`src/rtl/cpu_status_if.sv`:
```
// -----------------------------------------------------------------------------
// cpu_status_if
//   Signal bundle between the debug/monitor side and the cpu_status sequencer.
//
//   Control (driven by the master, sampled by cpu_status):
//     cpu_start  one-cycle start pulse
//     quit_cmd   one-cycle stop request
//     stall      memory-wait hold, honoured in IF and MA only
//     step_mode  level, halt after each instruction (STEP_MODE_EN builds)
//     step_go    one-cycle pulse releasing one instruction (STEP_MODE_EN builds)
//   Status (driven by cpu_status):
//     cpu_stat_pc .. cpu_stat_wb  one-hot stage strobes
//     cpu_run    sequencer not idle
//     cpu_hold   sequencer parked in STEP
//     instr_ret  32-bit retired-instruction count
// -----------------------------------------------------------------------------
interface cpu_status_if;
  logic        cpu_start;
  logic        quit_cmd;
  logic        stall;
  logic        step_mode;
  logic        step_go;

  logic        cpu_stat_pc;
  logic        cpu_stat_if;
  logic        cpu_stat_id;
  logic        cpu_stat_ex;
  logic        cpu_stat_ma;
  logic        cpu_stat_wb;
  logic        cpu_run;
  logic        cpu_hold;
  logic [31:0] instr_ret;

  modport master (
    output cpu_start, quit_cmd, stall, step_mode, step_go,
    input  cpu_stat_pc, cpu_stat_if, cpu_stat_id, cpu_stat_ex,
           cpu_stat_ma, cpu_stat_wb, cpu_run, cpu_hold, instr_ret
  );

  modport slave (
    input  cpu_start, quit_cmd, stall, step_mode, step_go,
    output cpu_stat_pc, cpu_stat_if, cpu_stat_id, cpu_stat_ex,
           cpu_stat_ma, cpu_stat_wb, cpu_run, cpu_hold, instr_ret
  );
endinterface

```
`src/rtl/cpu_status.sv`:
```
// -----------------------------------------------------------------------------
// cpu_status
//   Instruction-stage sequencer for a simple multi-cycle CPU. Walks
//   PC -> IF -> ID -> EX -> MA -> WB once per instruction, holds IF/MA while
//   stall is high, counts retired instructions and stops cleanly on quit.
//
//   Ports:
//     clk    system clock, rising edge
//     rst_n  asynchronous, active-low reset
//     bus    cpu_status_if.slave (control inputs, stage strobes, counter)
//
//   Build option:
//     STEP_MODE_EN  when defined, adds the STEP state: with step_mode=1 the
//                   sequencer parks after every WB until step_go (or quit).
//                   When undefined, step_mode/step_go are ignored and
//                   cpu_hold is tied low.
// -----------------------------------------------------------------------------
module cpu_status (
  input  logic         clk,
  input  logic         rst_n,
  cpu_status_if.slave  bus
);

  typedef enum logic [2:0] {
    S_IDLE,
    S_PC,
    S_IF,
    S_ID,
    S_EX,
    S_MA,
    S_WB
`ifdef STEP_MODE_EN
    , S_STEP
`endif
  } state_t;

  state_t      state_q;
  state_t      state_d;
  logic        quit_pend_q;
  logic        quit_pend_d;
  logic [31:0] instr_ret_q;
  logic [31:0] instr_ret_d;
  logic        quit_seen;

  // A quit arriving in the WB cycle itself counts as pending, so the
  // instruction in flight still retires but no new one is fetched.
  assign quit_seen = quit_pend_q | bus.quit_cmd;

  // ---------------------------------------------------------------------------
  // Next-state logic
  // ---------------------------------------------------------------------------
  // NOTE: every signal written in an always_comb gets a default first so
  // that no path leaves it unassigned, which would infer a latch.
  always_comb begin
    state_d = state_q;
    unique case (state_q)
      S_IDLE: if (bus.cpu_start) state_d = S_PC;
      S_PC:   state_d = S_IF;
      S_IF:   if (!bus.stall) state_d = S_ID;
      S_ID:   state_d = S_EX;
      S_EX:   state_d = S_MA;
      S_MA:   if (!bus.stall) state_d = S_WB;
      S_WB: begin
        if (quit_seen)          state_d = S_IDLE;
`ifdef STEP_MODE_EN
        else if (bus.step_mode) state_d = S_STEP;
`endif
        else                    state_d = S_PC;
      end
`ifdef STEP_MODE_EN
      S_STEP: begin
        // quit beats step_go when both arrive together
        if (bus.quit_cmd)     state_d = S_IDLE;
        else if (bus.step_go) state_d = S_PC;
      end
`endif
      default: state_d = S_IDLE;
    endcase
  end

  // Quit is remembered until the sequencer actually reaches IDLE; a quit
  // seen while already idle has nothing to stop and is dropped.
  always_comb begin
    quit_pend_d = quit_pend_q;
    if (state_d == S_IDLE)
      quit_pend_d = 1'b0;
    else if (state_q != S_IDLE && bus.quit_cmd)
      quit_pend_d = 1'b1;
  end

  // Counter restarts only on an accepted start; it is left untouched in
  // IDLE so the final count can be read out after a quit.
  assign instr_ret_d = (state_q == S_IDLE && bus.cpu_start) ? 32'd0
                     : (state_q == S_WB)                    ? instr_ret_q + 32'd1
                     :                                        instr_ret_q;

  // ---------------------------------------------------------------------------
  // State registers
  // ---------------------------------------------------------------------------
  // NOTE: sequential state uses non-blocking assignments so every register
  // samples pre-edge values regardless of block ordering.
  always_ff @(posedge clk or negedge rst_n) begin
    if (!rst_n) begin
      state_q     <= S_IDLE;
      quit_pend_q <= 1'b0;
      instr_ret_q <= 32'd0;
    end else begin
      state_q     <= state_d;
      quit_pend_q <= quit_pend_d;
      instr_ret_q <= instr_ret_d;
    end
  end

  // ---------------------------------------------------------------------------
  // Output decode, purely from the registered state
  // ---------------------------------------------------------------------------
  always_comb begin
    bus.cpu_stat_pc = 1'b0;
    bus.cpu_stat_if = 1'b0;
    bus.cpu_stat_id = 1'b0;
    bus.cpu_stat_ex = 1'b0;
    bus.cpu_stat_ma = 1'b0;
    bus.cpu_stat_wb = 1'b0;
    unique case (state_q)
      S_PC:    bus.cpu_stat_pc = 1'b1;
      S_IF:    bus.cpu_stat_if = 1'b1;
      S_ID:    bus.cpu_stat_id = 1'b1;
      S_EX:    bus.cpu_stat_ex = 1'b1;
      S_MA:    bus.cpu_stat_ma = 1'b1;
      S_WB:    bus.cpu_stat_wb = 1'b1;
      default: ;
    endcase
  end

  assign bus.cpu_run   = (state_q != S_IDLE);
  assign bus.instr_ret = instr_ret_q;

`ifdef STEP_MODE_EN
  assign bus.cpu_hold = (state_q == S_STEP);
`else
  assign bus.cpu_hold = 1'b0;
  // step controls have no effect in this build
  logic unused_step;
  assign unused_step = bus.step_mode ^ bus.step_go;
`endif

endmodule

```
`src/flat_wrapper.sv`:
```
// flat-port wrapper written by rule: the top's interface ports become plain ports
module cpu_status_flat 
  (clk, rst_n, bus_cpu_start, bus_quit_cmd, bus_stall, bus_step_mode, bus_step_go, bus_cpu_stat_pc, bus_cpu_stat_if, bus_cpu_stat_id, bus_cpu_stat_ex, bus_cpu_stat_ma, bus_cpu_stat_wb, bus_cpu_run, bus_cpu_hold, bus_instr_ret);
  cpu_status_if bus_i ();
  input  logic clk;
  input  logic rst_n;
  input wire logic [$bits(bus_i.cpu_start)-1:0] bus_cpu_start;
  input wire logic [$bits(bus_i.quit_cmd)-1:0] bus_quit_cmd;
  input wire logic [$bits(bus_i.stall)-1:0] bus_stall;
  input wire logic [$bits(bus_i.step_mode)-1:0] bus_step_mode;
  input wire logic [$bits(bus_i.step_go)-1:0] bus_step_go;
  output wire logic [$bits(bus_i.cpu_stat_pc)-1:0] bus_cpu_stat_pc;
  output wire logic [$bits(bus_i.cpu_stat_if)-1:0] bus_cpu_stat_if;
  output wire logic [$bits(bus_i.cpu_stat_id)-1:0] bus_cpu_stat_id;
  output wire logic [$bits(bus_i.cpu_stat_ex)-1:0] bus_cpu_stat_ex;
  output wire logic [$bits(bus_i.cpu_stat_ma)-1:0] bus_cpu_stat_ma;
  output wire logic [$bits(bus_i.cpu_stat_wb)-1:0] bus_cpu_stat_wb;
  output wire logic [$bits(bus_i.cpu_run)-1:0] bus_cpu_run;
  output wire logic [$bits(bus_i.cpu_hold)-1:0] bus_cpu_hold;
  output wire logic [$bits(bus_i.instr_ret)-1:0] bus_instr_ret;
  assign bus_i.cpu_start = bus_cpu_start;
  assign bus_i.quit_cmd = bus_quit_cmd;
  assign bus_i.stall = bus_stall;
  assign bus_i.step_mode = bus_step_mode;
  assign bus_i.step_go = bus_step_go;
  assign bus_cpu_stat_pc = bus_i.cpu_stat_pc;
  assign bus_cpu_stat_if = bus_i.cpu_stat_if;
  assign bus_cpu_stat_id = bus_i.cpu_stat_id;
  assign bus_cpu_stat_ex = bus_i.cpu_stat_ex;
  assign bus_cpu_stat_ma = bus_i.cpu_stat_ma;
  assign bus_cpu_stat_wb = bus_i.cpu_stat_wb;
  assign bus_cpu_run = bus_i.cpu_run;
  assign bus_cpu_hold = bus_i.cpu_hold;
  assign bus_instr_ret = bus_i.instr_ret;
  cpu_status u_core (.clk(clk), .rst_n(rst_n), .bus(bus_i));
endmodule
```
`config.mk`:
```
export PLATFORM = sky130hd
export DESIGN_NAME = cpu_status_flat
export DESIGN_NICKNAME = d
export VERILOG_FILES = /design/src/rtl/cpu_status_if.sv /design/src/rtl/cpu_status.sv /design/src/flat_wrapper.sv
export SDC_FILE = /design/constraint.sdc
export NUM_CORES = 1
export LEC_CHECK = 0
export CAP_MARGIN = 20
export CORE_MARGIN = 1
export CORE_UTILIZATION = 40
export CTS_BUF_LIST = sky130_fd_sc_hd__clkbuf_16
export CTS_CLUSTER_DIAMETER = 40
export DETAILED_ROUTE_END_ITERATION = 10
export PLACE_DENSITY = 0.73
export SKIP_LAST_GASP = 1
export SYNTH_ARGS = -nofsm -noshare
export SYNTH_HDL_FRONTEND = slang
export SYNTH_SLANG_ARGS = --single-unit
```
`constraint.sdc`:
```
create_clock -name clk -period 2.6 [get_ports clk]
set_clock_uncertainty 0.2 [all_clocks]
set_input_delay 0.78 -clock clk [delete_from_list [all_inputs] [get_ports clk]]
set_output_delay 0.78 -clock clk [all_outputs]
set_load 0.05 [all_outputs]
```
# Word level (Yosys, flattened, before mapping)
# Cells that the tools add are included.
# totals
inputBits	7
ramBits	0
latchBits	0
rom_bits	0
n_memories	0
output_inout_bits	40
reg_bits	36
# classes
eq_ne	6
n_div	0
mul	0
n_lt_le_gt_ge	0
add_sub_neg	1
mux	15
n_reduce_logical	7
bitwise_logic	1
shifts	0
# ops
cell	n
two-way mux 32 bit	2
adder 32 x 1 -> 32 bit (second input constant)	1
one-hot mux 3 bit (7 select lines)	1
equality test 3 bit (second input constant)	3
two-way mux 1 bit	9
two-way mux 3 bit	3
equality test 3 x 2 -> 1 bit (second input constant)	2
zero test 3 bit	2
nonzero test 2 bit	2
equality test 3 x 1 -> 1 bit (second input constant)	1
nonzero test 3 bit	1
logical AND 1 bit	2
bitwise OR 1 bit	1

# Logic depth before layout (Yosys ltp)
# Gate-level depths: netlist (run 1).
# depth
word_depth	5
depth_mapped	7
depth_no_buf	5

# Least setup slack after synthesis (run 1)
# No wires, ideal clock.
# synth_timing
kind	flip-flop to flip-flop
start	register u_core.instr_ret_q[0], in the netlist u_core.bus.instr_ret[0]
end	register u_core.instr_ret_q[30], in the netlist u_core.bus.instr_ret[30]
path_buffers	1
stages_incl_launch_ff	7
setup_ps	78
synth_period_minus_slack_ps	2670
setup_slack_ps	-70
t_required_ps	2322
arrival_time_ps	2392
path_cell_list	dfrtp_1 ha_1 nand4_1 or4_1 clkbuf_1 or4_1 a21oi_1
# synth_via
elab_chain_len	3
# synth_lines
element	line_no	source
start: declaration	cpu_status.sv:41	logic [31:0] instr_ret_q;
start signal: assignment	cpu_status.sv:110	instr_ret_q <= instr_ret_d;
adder 32 x 1 -> 32 bit	cpu_status.sv:94	: (state_q == S_WB) ? instr_ret_q + 32'd1
two-way mux 32 bit	cpu_status.sv:94	
two-way mux 32 bit	cpu_status.sv:93	assign instr_ret_d = (state_q == S_IDLE && bus.cpu_start) ? 32'd0
# Every way passes these cells. The select of a mux whose other input is x is not followed.
# A chain may end at the register's enable or synchronous reset.

# Final worst setup path (run 1)
# layout_timing
start	register u_core.instr_ret_q[20], in the netlist u_core.bus.instr_ret[20]
end	output port bus_instr_ret[20]
# layout_lines
element	line_no	source
end: declaration	flat_wrapper.sv:20	output wire logic [$bits(bus_i.instr_ret)-1:0] bus_instr_ret;
# No word-level cell between the ends.

==> flow_summary.toml, run 1 <==
[setup_path]
path_buf_inv = 1
r2r_start = "u_core.bus.instr_ret[1]$_DFFE_PN0P_"
r2r-end = "u_core.bus.instr_ret[30]$_DFFE_PN0P_"
rr_worst_depth = 5
required_ps = 1620
start_kind = "flip-flop"
slowest_delay_ps = 840
path_max_fanout = 6
critPathTopFamily = "buffers and inverters"
worstPathArrival_ps = 1570
endpoint_kind = "output port"
crit_chain = "clkdlybuf4s50_1"
cpMaxStageDelayCell = "clkdlybuf4s50_1"
reg2reg_setup_slack_ps = 130
crit_type = "flip-flop to output port"

[clocking]
numClockSinks = 36
cts_buffer_depth = 2
hold_buffers = 0
cts_tree = "done"
clk_pin_slew_ps = 50
cts_root_buf = "clkbuf_16"
cts-buffers-inserted = 5
h-tree-depth = 2
clk_latency_ps = 280

[power_and_ir_drop]
power.switching_w = 0.000724
irDropWorstVdd_mv = 0.598
internal_power_w = 0.00126
pwr-share-clk_pct = 28.0
p_comb_share_pct = 38.9
netSwitchingFraction_pct = 36.5
cellLeakagePower_nw = 1.15
powerDensity_nw_per_um2 = 697
p_seq_share_pct = 33.1

[grt]
use_met2_pct = 34.3
grt_pass1_wl_um = 8510
met1_usage_pct = 27.7
grt-ovfl-total = 0
grt_max_degree = 33
antenna_found_initial = 0
grt.met3_usage_pct = 3.73
grt_pass1_vias = 1840
gr-usage-all-layers_pct = 20.8
gr-max-usage-layer = "met2"

[layout]
nets = 286
area_growth_pct = 42.5
final_core_util_pct = 59.7
fill_cells = 445
antenna_cells = 0
final_cell_area_um2 = 2840
layout-drive-gt1-share_pct = 18.3

[sta]
report.final.hold_viol_count = 0
setup_viol = 0
maxSlewViolCount = 0
layout_worst_path_cycle_share_pct = 98.0
fmax_ghz = 0.392
rsz0062_at_grt = "true"
worstMarginPinSlew_ps = 651
slew_headroom_pct = 56.5
period_needed_ps = 2550

[floorplan]
die-area_um2 = 5270
start_util_pct = 41.9
die_w_um = 72.6
rows = 25
ioPinCount = 47
die_h_um = 72.6
core_area_um2 = 4750

[placed_design]
post_dp_cell_area_um2 = 2640
io_buffer_count = 43
dp_hpwl_um = 3440
gp_congestion = 0.805

[worst_hold_path]
hold_class = "flip-flop to flip-flop"
hold_depth = 2
holdPathEnd = "u_core.quit_pend_q$_DFFE_PN0P_"
min-delay-start = "u_core.quit_pend_q$_DFFE_PN0P_"

[synthesis]
ys.warnings.count = 0
netlist_area_um2 = 1990
synthCells = 222
syn_area_per_cell_um2 = 8.98
yosysSeqAreaShare_pct = 45.2
ys_ff_latch = 36
ys_types = 34
syn_nets = 230

[route]
drtIter0Drc = 137
dr.pass1.iters = 4
wl_per_cell_um = 14.6
drc = 0
viasPerCell = 5.61
wirelength_um = 5020
antenna_left = 0
routed-via-count = 1934

[job]
cap_violations = 0

[run_status]
status = "finished, final reports clean"
[power groups by stage]
stage	clock, W	combinational, W	sequential [W]
after floorplan	0	0.000416	0.000710
after global placement	0	0.000762	0.000663
after detailed placement	0	0.000774	0.000666
after CTS	0.000555	0.000775	0.000657
after global routing	0.000581	0.000827	0.000662
final	0.000554	0.000771	0.000655
[layout by cell type (no fill, tap or decap), drive strengths merged, types with 2 or more instances in the layout]
master and count:
dfrtp 36, buf 34, a21oi 25, clkdlybuf4s50 24, nand2 17, or4 15, nor2 14, o21ai 13
or3 13, o31ai 11, inv 10, nand4 10, nand3 9, xnor2 7, clkbuf 5, nor4 4
nor3 4, xor2 3, nand2b 2, o22ai 2, and4 2, or2 2, o41ai 2, or4b 2
[metal layers]
| layer | wire, um | part of all wire (%) | up-vias |
|---|---|---|---|
| met1 | 2380 | 47 | 947 |
| met4 | 56 | 1.1 | 0 |
| met2 | 2400 | 48 | 43 |
| li1 | - | - | 939 |
| met3 | 181 | 3.6 | 5 |
| met5 | 0 | 0 | - |
[state kept, by name (all words and copies together) (netlist names)]
name and count:
u_core.quit_pend_q 1, u_core.state_q 3, u_core.bus.instr_ret 32
[synth_stat cells]
library cell	n	share of area [%]
buf_2	3	0.75
nand3_1	9	2.3
nor4_1	4	1.3
a211o_1	1	0.44
xnor2_1	7	3.1
and4_1	2	0.88
and3_1	1	0.31
o21ai_0	13	3.3
and2_1	1	0.31
inv_1	8	1.5
conb_1	1	0.19
nor2_1	14	2.6
nand2b_1	2	0.63
nand4b_1	1	0.44
xor2_1	3	1.3
o22ai_1	2	0.63
clkbuf_1	6	1.1
buf_6	2	1.1
o41ai_1	2	0.88
nand4_1	10	3.1
buf_4	1	0.38
nand3b_4	1	1.0
nand2_1	17	3.2
o31ai_1	11	4.1
or4b_2	2	1.0
or3_1	13	4.1
or3b_1	1	0.44
clkinv_1	1	0.19
a21oi_1	25	6.3
nor3_1	4	1.0
or4_1	15	5.6
dfrtp_1	36	45
or2_2	2	0.63
ha_1	1	0.63
[layout make-up]
type	count	area [um^2]	area share, %
clock inverters	2	7.51	0.264
clock buffers	5	125	4.41
multi-input cells	165	1000	35.4
repair buffers	61	682	24.0
flip-flops and latches	36	903	31.8
inverters	9	33.8	1.19
well taps	67	83.8	2.95
[kinds of logic (layout without fill, tap and decap cells)]
kind of cell	count (synthesis)	count (layout)	synth area share, %
AND/OR/NAND/NOR	99	99	28.9
other	1	1	0.188
adder cells (fa/ha/maj)	1	1	0.628
XOR/XNOR	10	10	4.39
buffers and inverters	21	77	5.08
AO/OA/AOI/OAI	54	54	15.6
flip-flops	36	36	45.2
[how the worst max path moves through the flow]
stage                                          from                                    to  slack (ps)  cells after the start
2_1_floorplan   u_core.bus.instr_ret[2]$_DFFE_PN0P_  u_core.bus.instr_ret[31]$_DFFE_PN0P_          50                      6
3_3_place_gp                          bus_cpu_start  u_core.bus.instr_ret[20]$_DFFE_PN0P_        -430                      6
3_5_place_dp                          bus_cpu_start  u_core.bus.instr_ret[30]$_DFFE_PN0P_        -450                      6
4_1_cts         u_core.bus.instr_ret[4]$_DFFE_PN0P_                      bus_instr_ret[4]          40                      1
5_1_grt                               bus_cpu_start  u_core.bus.instr_ret[20]$_DFFE_PN0P_         -20                      8
6_report       u_core.bus.instr_ret[20]$_DFFE_PN0P_                     bus_instr_ret[20]          50                      1
[repair_timing]
item / in CTS / in global routing
gates resized for setup: 3 / 2
endpoints found under the setup margin: 11 / 7
gates cloned: 2 / 0
buffers inserted: 0 / 0
pin swaps: 8 / 0
[through the flow]
step,setup WS [ps],std cells,hold WS [ps],total power [W],setup TNS [ps]
final,51.0,345,340,0.00198,0
after global placement,-434,336,323,0.00143,-4900
after CTS,35.5,345,344,0.00199,0
after global routing,-21.1,345,364,0.00207,-51.0
after floorplan,54.4,222,284,0.00113,0
after detailed placement,-451,336,337,0.00144,-5210
Note: power is estimated with default switching activity, not from simulation.
==> run 2: changes to the inputs <==
Settings changed: HOLD_SLACK_MARGIN set to 0.02.
==> results of run 2 <==
No change in the layout: final DEF, timing and power equal those of run 1.
==> run 3: changes to the inputs <==
Settings changed: SKIP_CTS_REPAIR_TIMING set to 1.
==> run 3 against run 2 <==
Against the previous run: critical path depth did not move; routed wire length fell by 2.9%; register-to-register slack got worse by 20 ps; sequential share of layout area fell by 0.084 points; design area rose by 0.26%; cell count did not move; die area did not move; combinational power rose by 0.5%; sequential power barely moved; largest cell class unchanged; largest power group unchanged; highest routed layer unchanged.
==> flow_summary.toml, run 3 (same netlist as run 1, synthesis figures left out) <==
[setup_path]
critPathTopFamily = "buffers and inverters"
slowest_delay_ps = 850
start_kind = "flip-flop"
crit_chain = "clkdlybuf4s50_1"
worstPathArrival_ps = 1590
rr_worst_depth = 5
endpoint_kind = "output port"
path_max_fanout = 6
required_ps = 1620
path_buf_inv = 1
critical_path_depth = 1
cpMaxStageDelayCell = "clkdlybuf4s50_1"
crit_type = "flip-flop to output port"

[layout]
final_cell_mix = "dfrtp_1, buf_4, clkdlybuf4s50_1, a21oi_1, nand2_1"
layout_commonest_cell = "dfrtp_1"
antenna_cells = 0
area_growth_pct = 42.9
final_core_util_pct = 59.9
nets = 286
largest_reg_flops = 32
layout-drive-gt1-share_pct = 20.1

[route]
wirelength_um = 4880
routed-via-count = 1901
antenna_left = 0
viasPerCell = 5.51
wl_per_cell_um = 14.1
drc = 0
drtIter0Drc = 190
dr.pass1.iters = 4

[sta]
worstMarginPinSlew_ps = 647
fmax_ghz = 0.389
setup_viol = 0
report.final.hold_viol_count = 0
rsz0062_at_grt = "true"
maxSlewViolCount = 0
period_needed_ps = 2570
layout_worst_path_cycle_share_pct = 98.8
slew_headroom_pct = 56.7

[floorplan]
rows = 25
ioPinCount = 47
start_util_pct = 41.9
die_h_um = 72.6
die-area_um2 = 5270
core_area_um2 = 4750
die_w_um = 72.6

[worst_hold_path]
hold_class = "flip-flop to flip-flop"
hold_depth = 2

[grt]
grt-ovfl-total = 0
grt_pass1_wl_um = 8220
grt_max_degree = 33
use_met2_pct = 32.8
antenna_found_initial = 0
grt_pass1_vias = 1816
gr-usage-all-layers_pct = 20.1
gr-max-usage-layer = "met2"
grt.met3_usage_pct = 3.73
met1_usage_pct = 27.0

[clocking]
clk_pin_slew_ps = 50
numClockSinks = 36
clk_latency_ps = 270
h-tree-depth = 2
cts_buffer_depth = 2
cts_root_buf = "clkbuf_16"
cts-buffers-inserted = 5
cts_tree = "done"

[placed_design]
dp_hpwl_um = 3440
gp_congestion = 0.805
io_buffer_count = 43

[power_and_ir_drop]
powerDensity_nw_per_um2 = 695
totalPowerFinal_w = 0.00198
irDropWorstVdd_mv = 0.608
cellLeakagePower_nw = 1.14

[job]
cap_violations = 0

[run_status]
status = "finished, final reports clean"
## run 3: changes by cell type in the layout (fill, tap and decap cells not counted), sizes merged
cell | previous run | this run
dlygate4sd2 | 1 | 0
bufbuf | 1 | 0
clkbuf | 5 | 6
dlymetal6s2s | 1 | 2
## run 3: path summary, 6_finish.rpt
| kind | slack [ps] | endpoint | from |
|---|---|---|---|
| min in group asynchronous | 710 | u_core.bus.instr_ret[2]$_DFFE_PN0P_ | rst_n |
| min | 340 | u_core.quit_pend_q$_DFFE_PN0P_ | u_core.quit_pend_q$_DFFE_PN0P_ |
| min reg2reg | 340 | u_core.quit_pend_q$_DFFE_PN0P_ | u_core.quit_pend_q$_DFFE_PN0P_ |
| max in group asynchronous | 970 | u_core.bus.instr_ret[20]$_DFFE_PN0P_ | rst_n |
| max reg2reg | 110 | u_core.bus.instr_ret[24]$_DFFE_PN0P_ | u_core.bus.instr_ret[1]$_DFFE_PN0P_ |
| max | 30 | bus_instr_ret[20] | u_core.bus.instr_ret[20]$_DFFE_PN0P_ |
## run 3: cell type report
cell class / instances / area (um^2)
multi-input cells: 165 / 1040
inverters: 9 / 33.8
repair buffers: 61 / 658
clock inverters: 2 / 7.51
clock buffers: 5 / 125
flip-flops and latches: 36 / 903
well taps: 67 / 83.8
fillers: 442 / 1910
## run 3: worst reg2reg max path, cell delays in order, from the launching register on
cell and delay (ps):
dfrtp_2 410, ha_1 250, nand4_1 170, or4_1 710, or4_1 520, a21oi_1 160
## run 3: per-layer routing
metal | part of all wire [%] | vias up
met4 | 1.0 | 0
met3 | 3.6 | 4
met5 | 0 | -
met1 | 48 | 916
met2 | 48 | 44
li1 | - | 937
## run 3: power breakdown
group	internal [W]	switching [W]	total, W
clock	0.000342	0.000207	0.000549
sequential	0.000610	0.0000456	0.000656
combinational	0.000305	0.000469	0.000775
## run 3: through the flow
| step | setup slack (ps) | hold slack, ps | instance area, um^2 | std cells | TNS, ps |
|---|---|---|---|---|---|
| CTS | -172 | 344 | 2770 | 343 | -1550 |
| global placement | -434 | 323 | 2640 | 336 | -4900 |
| detailed placement | -451 | 337 | 2640 | 336 | -5210 |
| finish | 30.5 | 340 | 2850 | 345 | 0 |
| global route | -20.5 | 364 | 2850 | 345 | -20.5 |
| floorplan | 54.4 | 284 | 2000 | 222 | 0 |
